`src/rtl/pong_pkg.sv`:
```
// Shared encodings for the Pong game-flow controller: state codes, menu item
// indices and the decoded button-event bundle.
package pong_pkg;

    localparam int unsigned STATE_W       = 3;
    localparam int unsigned MENU_CONTINUE = 0;

    typedef enum logic [STATE_W-1:0] {
        ST_START = 3'd0,
        ST_SERVE = 3'd1,
        ST_PLAY  = 3'd2,
        ST_PAUSE = 3'd3,
        ST_OVER  = 3'd4
    } state_e;

    // Rising-edge events of the debounced buttons, one bit per button
    typedef struct packed {
        logic enter;
        logic up;
        logic down;
    } btn_ev_t;

    // Restart is always the last pause-menu entry
    function automatic int unsigned menu_restart(input int unsigned items);
        return items - 1;
    endfunction

endpackage

```
`src/rtl/pong_fsm_if.sv`:
```
// Front-end / game-core side bundle of the Pong game-flow controller.
// slave = the controller, master = whatever drives buttons and reads screens.
interface pong_fsm_if
    import pong_pkg::*;
#(
    parameter int unsigned SCORE_W    = 4,
    parameter int unsigned MENU_ITEMS = 2
);
    localparam int unsigned MSEL_W = (MENU_ITEMS > 1) ? $clog2(MENU_ITEMS) : 1;

    logic               frame_tick;
    logic               enter;
    logic               up;
    logic               down;
    logic               point_p1;
    logic               point_p2;

    logic [STATE_W-1:0] state;
    logic               game_en;
    logic               menu_en;
    logic               show_start;
    logic               show_pause;
    logic               show_over;
    logic               game_reset;
    logic               serve;
    logic [SCORE_W-1:0] score_p1;
    logic [SCORE_W-1:0] score_p2;
    logic               winner;
    logic [MSEL_W-1:0]  menu_sel;

    modport slave (
        input  frame_tick, enter, up, down, point_p1, point_p2,
        output state, game_en, menu_en, show_start, show_pause, show_over,
               game_reset, serve, score_p1, score_p2, winner, menu_sel
    );

    modport master (
        output frame_tick, enter, up, down, point_p1, point_p2,
        input  state, game_en, menu_en, show_start, show_pause, show_over,
               game_reset, serve, score_p1, score_p2, winner, menu_sel
    );

endinterface

```
`src/rtl/rise_edge.sv`:
```
// Rising-edge detector for a debounced level; the event is combinational
// (current & ~previous) and is suppressed in the first cycle after reset.
module rise_edge (
    input  logic clk,
    input  logic rst_n,
    input  logic i_sig,
    output logic o_rise_c
);
    logic r_prev;
    logic r_armed;

    // r_armed keeps a level held through reset from looking like a fresh press
    always_ff @(posedge clk or negedge rst_n) begin
        if (!rst_n) begin
            r_prev  <= 1'b0;
            r_armed <= 1'b0;
        end else begin
            r_prev  <= i_sig;
            r_armed <= 1'b1;
        end
    end

    assign o_rise_c = i_sig & ~r_prev & r_armed;

endmodule

```
`src/rtl/pong_fsm.sv`:
```
// Pong game-flow controller: start menu, serve countdown, play, pause, game over.
// Optional feature macro: PONG_FSM_WIN_BY_TWO_EN (win needs a two-point lead, with deuce).
module pong_fsm
    import pong_pkg::*;
#(
    parameter int unsigned SCORE_LIMIT  = 7,
    parameter int unsigned SCORE_W      = 4,
    parameter int unsigned SERVE_FRAMES = 60,
    parameter int unsigned MENU_ITEMS   = 2
) (
    input  logic      clk,
    input  logic      rst_n,
    pong_fsm_if.slave bus
);
    localparam int unsigned MSEL_W = $clog2(MENU_ITEMS);
    localparam int unsigned CNT_W  = $clog2(SERVE_FRAMES + 1);

    localparam logic [SCORE_W-1:0] LIMIT     = SCORE_W'(SCORE_LIMIT);
    localparam logic [CNT_W-1:0]   CNT_LAST  = CNT_W'(SERVE_FRAMES - 1);
    localparam logic [MSEL_W-1:0]  SEL_CONT  = MSEL_W'(MENU_CONTINUE);
    localparam logic [MSEL_W-1:0]  SEL_LAST  = MSEL_W'(menu_restart(MENU_ITEMS));

    btn_ev_t w_ev;

    state_e             r_state,      w_state;
    state_e             r_ret_state,  w_ret_state;
    logic [CNT_W-1:0]   r_cnt,        w_cnt;
    logic [SCORE_W-1:0] r_score_p1,   w_score_p1;
    logic [SCORE_W-1:0] r_score_p2,   w_score_p2;
    logic               r_winner,     w_winner;
    logic [MSEL_W-1:0]  r_menu_sel,   w_menu_sel;
    logic               r_serve,      w_serve;
    logic               r_game_reset, w_game_reset;
    logic               r_game_en;
    logic               r_menu_en;
    logic               r_show_start;
    logic               r_show_pause;
    logic               r_show_over;

    logic [SCORE_W-1:0] w_p1_inc;
    logic [SCORE_W-1:0] w_p2_inc;
    logic [SCORE_W-1:0] w_lead;
    logic [SCORE_W-1:0] w_trail;
    logic [SCORE_W-1:0] w_new_p1;
    logic [SCORE_W-1:0] w_new_p2;
    logic               w_win;

    rise_edge u_edge_enter (.clk(clk), .rst_n(rst_n), .i_sig(bus.enter), .o_rise_c(w_ev.enter));
    rise_edge u_edge_up    (.clk(clk), .rst_n(rst_n), .i_sig(bus.up),    .o_rise_c(w_ev.up));
    rise_edge u_edge_down  (.clk(clk), .rst_n(rst_n), .i_sig(bus.down),  .o_rise_c(w_ev.down));

    // Scores after a single-player point and the resulting win decision
    always_comb begin : p_score
        w_p1_inc = r_score_p1 + SCORE_W'(1);
        w_p2_inc = r_score_p2 + SCORE_W'(1);
        w_lead   = bus.point_p1 ? w_p1_inc : w_p2_inc;
        w_trail  = bus.point_p1 ? r_score_p2 : r_score_p1;
        w_new_p1 = bus.point_p1 ? w_p1_inc : r_score_p1;
        w_new_p2 = bus.point_p2 ? w_p2_inc : r_score_p2;
`ifdef PONG_FSM_WIN_BY_TWO_EN
        w_win = (w_lead >= LIMIT) && (w_lead > w_trail) &&
                ((w_lead - w_trail) >= SCORE_W'(2));
        // Deuce folds a tied late game back to LIMIT-1 so scores stay bounded
        if ((w_lead == w_trail) && (w_lead >= (LIMIT - SCORE_W'(1)))) begin
            w_new_p1 = LIMIT - SCORE_W'(1);
            w_new_p2 = LIMIT - SCORE_W'(1);
        end
`else
        w_win = (w_lead == LIMIT);
`endif
    end

    // Next-state and next-output decode
    always_comb begin : p_next
        w_state      = r_state;
        w_ret_state  = r_ret_state;
        w_cnt        = '0;
        w_score_p1   = r_score_p1;
        w_score_p2   = r_score_p2;
        w_winner     = r_winner;
        w_menu_sel   = '0;
        w_serve      = 1'b0;
        w_game_reset = 1'b1;

        case (r_state)
            ST_START: begin
                if (w_ev.enter) begin
                    w_state      = ST_SERVE;
                    w_score_p1   = '0;
                    w_score_p2   = '0;
                    w_winner     = 1'b0;
                    w_game_reset = 1'b0;
                end
            end

            ST_SERVE: begin
                w_cnt = r_cnt;
                if (w_ev.enter) begin
                    w_state     = ST_PAUSE;
                    w_ret_state = ST_SERVE;
                    w_cnt       = '0;
                end else if (bus.frame_tick) begin
                    if (r_cnt == CNT_LAST) begin
                        w_state = ST_PLAY;
                        w_serve = 1'b1;
                        w_cnt   = '0;
                    end else begin
                        w_cnt = r_cnt + CNT_W'(1);
                    end
                end
            end

            ST_PLAY: begin
                // A point always beats a same-cycle enter
                if (bus.point_p1 ^ bus.point_p2) begin
                    w_score_p1 = w_new_p1;
                    w_score_p2 = w_new_p2;
                    if (w_win) begin
                        w_state  = ST_OVER;
                        w_winner = bus.point_p2;
                    end else begin
                        w_state = ST_SERVE;
                    end
                end else if (bus.point_p1 && bus.point_p2) begin
                    w_state = ST_SERVE;
                end else if (w_ev.enter) begin
                    w_state     = ST_PAUSE;
                    w_ret_state = ST_PLAY;
                end
            end

            ST_PAUSE: begin
                w_menu_sel = r_menu_sel;
                if (w_ev.enter) begin
                    if (r_menu_sel == SEL_CONT) begin
                        w_state    = r_ret_state;
                        w_menu_sel = '0;
                    end else if (r_menu_sel == SEL_LAST) begin
                        w_state      = ST_START;
                        w_score_p1   = '0;
                        w_score_p2   = '0;
                        w_winner     = 1'b0;
                        w_menu_sel   = '0;
                        w_game_reset = 1'b0;
                    end
                end else if (w_ev.up && !w_ev.down) begin
                    w_menu_sel = (r_menu_sel == '0) ? SEL_LAST : r_menu_sel - MSEL_W'(1);
                end else if (w_ev.down && !w_ev.up) begin
                    w_menu_sel = (r_menu_sel == SEL_LAST) ? '0 : r_menu_sel + MSEL_W'(1);
                end
            end

            ST_OVER: begin
                if (w_ev.enter) begin
                    w_state      = ST_START;
                    w_score_p1   = '0;
                    w_score_p2   = '0;
                    w_winner     = 1'b0;
                    w_game_reset = 1'b0;
                end
            end

            default: begin
                w_state     = ST_START;
                w_ret_state = ST_SERVE;
                w_score_p1  = '0;
                w_score_p2  = '0;
                w_winner    = 1'b0;
            end
        endcase
    end

    // State and registered outputs
    always_ff @(posedge clk or negedge rst_n) begin
        if (!rst_n) begin
            r_state      <= ST_START;
            r_ret_state  <= ST_SERVE;
            r_cnt        <= '0;
            r_score_p1   <= '0;
            r_score_p2   <= '0;
            r_winner     <= 1'b0;
            r_menu_sel   <= '0;
            r_serve      <= 1'b0;
            r_game_reset <= 1'b0;
            r_game_en    <= 1'b0;
            r_menu_en    <= 1'b1;
            r_show_start <= 1'b1;
            r_show_pause <= 1'b0;
            r_show_over  <= 1'b0;
        end else begin
            r_state      <= w_state;
            r_ret_state  <= w_ret_state;
            r_cnt        <= w_cnt;
            r_score_p1   <= w_score_p1;
            r_score_p2   <= w_score_p2;
            r_winner     <= w_winner;
            r_menu_sel   <= w_menu_sel;
            r_serve      <= w_serve;
            r_game_reset <= w_game_reset;
            r_game_en    <= (w_state == ST_PLAY);
            r_menu_en    <= (w_state == ST_START) || (w_state == ST_PAUSE) ||
                            (w_state == ST_OVER);
            r_show_start <= (w_state == ST_START);
            r_show_pause <= (w_state == ST_PAUSE);
            r_show_over  <= (w_state == ST_OVER);
        end
    end

    assign bus.state      = r_state;
    assign bus.game_en    = r_game_en;
    assign bus.menu_en    = r_menu_en;
    assign bus.show_start = r_show_start;
    assign bus.show_pause = r_show_pause;
    assign bus.show_over  = r_show_over;
    assign bus.game_reset = r_game_reset;
    assign bus.serve      = r_serve;
    assign bus.score_p1   = r_score_p1;
    assign bus.score_p2   = r_score_p2;
    assign bus.winner     = r_winner;
    assign bus.menu_sel   = r_menu_sel;

endmodule

```
`src/flat_wrapper.sv`:
```
// flat-port wrapper written by rule: the top's interface ports become plain ports
module pong_fsm_flat import pong_pkg::*;
#(
    parameter int unsigned SCORE_LIMIT  = 7,
    parameter int unsigned SCORE_W      = 4,
    parameter int unsigned SERVE_FRAMES = 60,
    parameter int unsigned MENU_ITEMS   = 2
)
  (clk, rst_n, bus_frame_tick, bus_enter, bus_up, bus_down, bus_point_p1, bus_point_p2, bus_state, bus_game_en, bus_menu_en, bus_show_start, bus_show_pause, bus_show_over, bus_game_reset, bus_serve, bus_score_p1, bus_score_p2, bus_winner, bus_menu_sel);
  pong_fsm_if #(.SCORE_W(SCORE_W), .MENU_ITEMS(MENU_ITEMS)) bus_i ();
  input  logic clk;
  input  logic rst_n;
  input wire logic [$bits(bus_i.frame_tick)-1:0] bus_frame_tick;
  input wire logic [$bits(bus_i.enter)-1:0] bus_enter;
  input wire logic [$bits(bus_i.up)-1:0] bus_up;
  input wire logic [$bits(bus_i.down)-1:0] bus_down;
  input wire logic [$bits(bus_i.point_p1)-1:0] bus_point_p1;
  input wire logic [$bits(bus_i.point_p2)-1:0] bus_point_p2;
  output wire logic [$bits(bus_i.state)-1:0] bus_state;
  output wire logic [$bits(bus_i.game_en)-1:0] bus_game_en;
  output wire logic [$bits(bus_i.menu_en)-1:0] bus_menu_en;
  output wire logic [$bits(bus_i.show_start)-1:0] bus_show_start;
  output wire logic [$bits(bus_i.show_pause)-1:0] bus_show_pause;
  output wire logic [$bits(bus_i.show_over)-1:0] bus_show_over;
  output wire logic [$bits(bus_i.game_reset)-1:0] bus_game_reset;
  output wire logic [$bits(bus_i.serve)-1:0] bus_serve;
  output wire logic [$bits(bus_i.score_p1)-1:0] bus_score_p1;
  output wire logic [$bits(bus_i.score_p2)-1:0] bus_score_p2;
  output wire logic [$bits(bus_i.winner)-1:0] bus_winner;
  output wire logic [$bits(bus_i.menu_sel)-1:0] bus_menu_sel;
  assign bus_i.frame_tick = bus_frame_tick;
  assign bus_i.enter = bus_enter;
  assign bus_i.up = bus_up;
  assign bus_i.down = bus_down;
  assign bus_i.point_p1 = bus_point_p1;
  assign bus_i.point_p2 = bus_point_p2;
  assign bus_state = bus_i.state;
  assign bus_game_en = bus_i.game_en;
  assign bus_menu_en = bus_i.menu_en;
  assign bus_show_start = bus_i.show_start;
  assign bus_show_pause = bus_i.show_pause;
  assign bus_show_over = bus_i.show_over;
  assign bus_game_reset = bus_i.game_reset;
  assign bus_serve = bus_i.serve;
  assign bus_score_p1 = bus_i.score_p1;
  assign bus_score_p2 = bus_i.score_p2;
  assign bus_winner = bus_i.winner;
  assign bus_menu_sel = bus_i.menu_sel;
  pong_fsm #(.SCORE_LIMIT(SCORE_LIMIT), .SCORE_W(SCORE_W), .SERVE_FRAMES(SERVE_FRAMES), .MENU_ITEMS(MENU_ITEMS)) u_core (.clk(clk), .rst_n(rst_n), .bus(bus_i));
endmodule
```
`config.mk`:
```
export PLATFORM = sky130hd
export DESIGN_NAME = pong_fsm_flat
export DESIGN_NICKNAME = d
export VERILOG_FILES = /design/src/rtl/pong_pkg.sv /design/src/rtl/pong_fsm_if.sv /design/src/rtl/rise_edge.sv /design/src/rtl/pong_fsm.sv /design/src/flat_wrapper.sv
export SDC_FILE = /design/constraint.sdc
export NUM_CORES = 1
export LEC_CHECK = 0
export ABC_AREA = 1
export BUFFER_PORTS_ARGS = -buffer_cell sky130_fd_sc_hd__buf_4
export CAP_MARGIN = 40
export CELL_PAD_IN_SITES_DETAIL_PLACEMENT = 0
export CELL_PAD_IN_SITES_GLOBAL_PLACEMENT = 1
export CORE_MARGIN = 3
export CORE_UTILIZATION = 41
export CTS_CLUSTER_SIZE = 10
export DETAILED_ROUTE_END_ITERATION = 7
export PLACE_DENSITY_LB_ADDON = 0.15
export SYNTH_ARGS = -nofsm -noshare
export SYNTH_HDL_FRONTEND = slang
export SYNTH_HIERARCHICAL = 1
export SYNTH_SLANG_ARGS = --single-unit
```
`constraint.sdc`:
```
create_clock -name clk -period 1.8 [get_ports clk]
set_clock_uncertainty 0.05 [all_clocks]
set_input_delay 0 -clock clk [delete_from_list [all_inputs] [get_ports clk]]
set_output_delay 0 -clock clk [all_outputs]
set_load 0.05 [all_outputs]
```
==> results.yml <==
worst_setup_path:
  worstSetupEndpointType: "register"
  arrival_ps: 1760
  worstPathMaxFanout: 6
  critPathLaunchType: "input port"
  crit_type: "in2reg"
  r2r_cells: 7
  required_ps: 1970
floorplanning:
  io_pins: 28
  dieArea_um2: 4980
  initial_core_util_pct: 44.6
  fp.coreArea_um2: 3830
  die_w_um: 70.5
  die_h_um: 70.5
  rows: 22
pwr:
  intPower_mw: 1.63
  p_sw_share_pct: 43.9
  combPwrFrac_pct: 44.3
  switchingPower_mw: 1.27
  total_leakage_power_nw: 1.01
  powerDensity_nw_per_um2: 1370
  pwr-share-seq_pct: 35.6
  clkPwrFrac_pct: 20.1
  ir_drop_mv: 0.935
  power_mw: 2.91
finish:
  synthToLayoutAreaGrowth_pct: 24.5
  final_common_cell: "nand2_1"
  diodes: 0
  nets: 251
  drive_gt1_share_pct: 26.7
  nFillCells: 364
  layout_common_cells: "43 x nand2_1, 31 x dfrtp_1, 27 x buf_4"
timing:
  finalSetupTns_ps: 0
  final-max-slew-violation-count: 0
  setup_violations: 0
  max_freq_mhz: 628
  hold_viol: 0
  period_share_pct: 88.5
  rsz0062_at_grt: "false"
  min_period_ps: 1590
drt:
  ant_nets: 0
  vias: 1395
  drt_iter0_markers: 37
  wl_per_cell_um: 12.2
  wirelength_mm: 3.51
  drc: 0
  dr.pass1.iters: 4
  via_per_inst: 4.84
synthesis:
  synth_warnings: 6
  synthesis.nets: 211
  synth_area_leaders: "dfrtp_1 45%, nand2_1 9.5%, dfstp_2 4.6%"
  yosysSeqAreaShare_pct: 50.0
  yosysTopAreaCell: "dfrtp_1"
  netlist_instances: 199
  synth_top_area_share_pct: 45.4
  ys_types: 28
  ys_ff_latch: 34
  syn-cell-area_um2: 1710
  syn_area_per_cell_um2: 8.58
cts:
  clockBufferDepth: 2
  cts_tree: "yes"
  ctsHtreeMaxLevel: 2
  cts_resized: 0
  clock-sinks: 34
  post_cts.repair.setup_buffers: 0
  clk_latency_ps: 290
  cts_buffers: 5
  clk_pin_slew_ps: 80
  postCtsHoldBufs: 6
  clock-root-buffer: "clkbuf_8"
global_route:
  grt_usage_pct: 15.1
  grt_first_pass_wirelength_mm: 5.98
  grt_pass1_vias: 1369
  grt_antenna_before_repair: 0
  grt_overflow: 0
  grt_max_degree: 35
hold_path:
  hp-class: "in2reg"
  whs_path_depth: 4
status:
  status: "complete, no violations"
placement:
  dpl.hpwl_mm: 2.61
  numPortBuffers: 27
  gp_congestion: 0.929
run:
  maxCapViolCount: 0
## area by class of cell
cell class	count	area [um^2]	area share (%)
timing repair buffer	33	263	12.4
clock buffer	6	82.6	3.88
clock inverter	2	12.5	0.589
sequential	34	855	40.2
multi-input combinational	139	756	35.6
inverter	26	97.6	4.59
tap	48	60.1	2.83
## worst max-delay path: stages
cell	delay, ps
dlygate4sd3_1	520
buf_4	110
nand2_1	50
nor2_2	190
inv_1	150
o211ai_1	190
o21ai_1	100
nor2_1	210
nand3_1	140
nor2_1	110
## worst paths after layout
kind,from,endpoint,slack (ps)
max in group asynchronous,rst_n,u_core/bus.menu_en,1210
setup / recovery,bus_enter,u_core/bus.show_start,210
hold / removal,bus_point_p2,u_core/bus.score_p2[0],5
hold reg to reg,u_core/r_ret_state[0],u_core/r_ret_state[0],460
min in group asynchronous,rst_n,u_core/bus.score_p1[1],140
setup reg to reg,u_core/u_edge_enter/r_prev,u_core/bus.show_start,210
## per-stage QoR
stage	setup WS [ps]	hold WS (ps)	instance area (um^2)	instances	utilization, %
6_report	207	5.16	2130	288	55.6
5_1_grt	29.1	16.0	2130	288	55.6
4_1_cts	202	2.52	2130	288	55.6
3_5_place_dp	224	-74.8	1970	274	51.5
3_3_place_gp	260	-85.8	1970	274	51.5
2_1_floorplan	114	-346	1710	199	-
## sequential cells by signal, summed over array words and instances (netlist names), 2 cells and up
| name | count |
|---|---|
| u_core/bus.score_p1 | 4 |
| u_core/r_cnt | 6 |
| u_core/r_ret_state | 2 |
| u_core/bus.state | 3 |
| u_core/bus.score_p2 | 4 |
## kinds of logic after synthesis
| logic type | Yosys count | synth area share [%] |
|---|---|---|
| buffers and inverters | 26 | 5.71 |
| xor gates and xnor gates | 3 | 1.54 |
| DFF | 34 | 50.0 |
| and+or+nand+nor | 97 | 27.8 |
| adders and majority gates | 4 | 2.93 |
| other | 3 | 0.659 |
| AOI/OAI and AO/OA | 32 | 11.4 |
## synth_stat cells, drive strengths merged
cell    number
or2          1
ha           4
dfrtp       31
o21ai       20
dfstp        3
o21a         1
o21bai       1
nor2        26
nor3         2
conb         3
nand2       49
xnor2        2
o211ai       4
inv         26
xor2         1
a21oi        6
nand4        4
nand3       15
## per-layer routing
metal | up-vias | track usage (%) | share of wire [%]
met2 | 25 | 25.6 | 47
met1 | 647 | 18.0 | 47
met3 | 6 | 4.55 | 4.5
met5 | - | 0 | 0
met4 | 0 | 6.05 | 1.4
li1 | 717 | - | -
## power by group through the flow
stage,Clock [mW],Combinational [mW],Sequential [mW]
finish,0.585,1.29,1.03
global route,0.648,1.41,1.05
CTS,0.607,1.30,1.04
detailed placement,0,1.28,1.05
global placement,0,1.28,1.05
floorplan,0,0.668,1.34
Power figures use the tool's default switching activity.
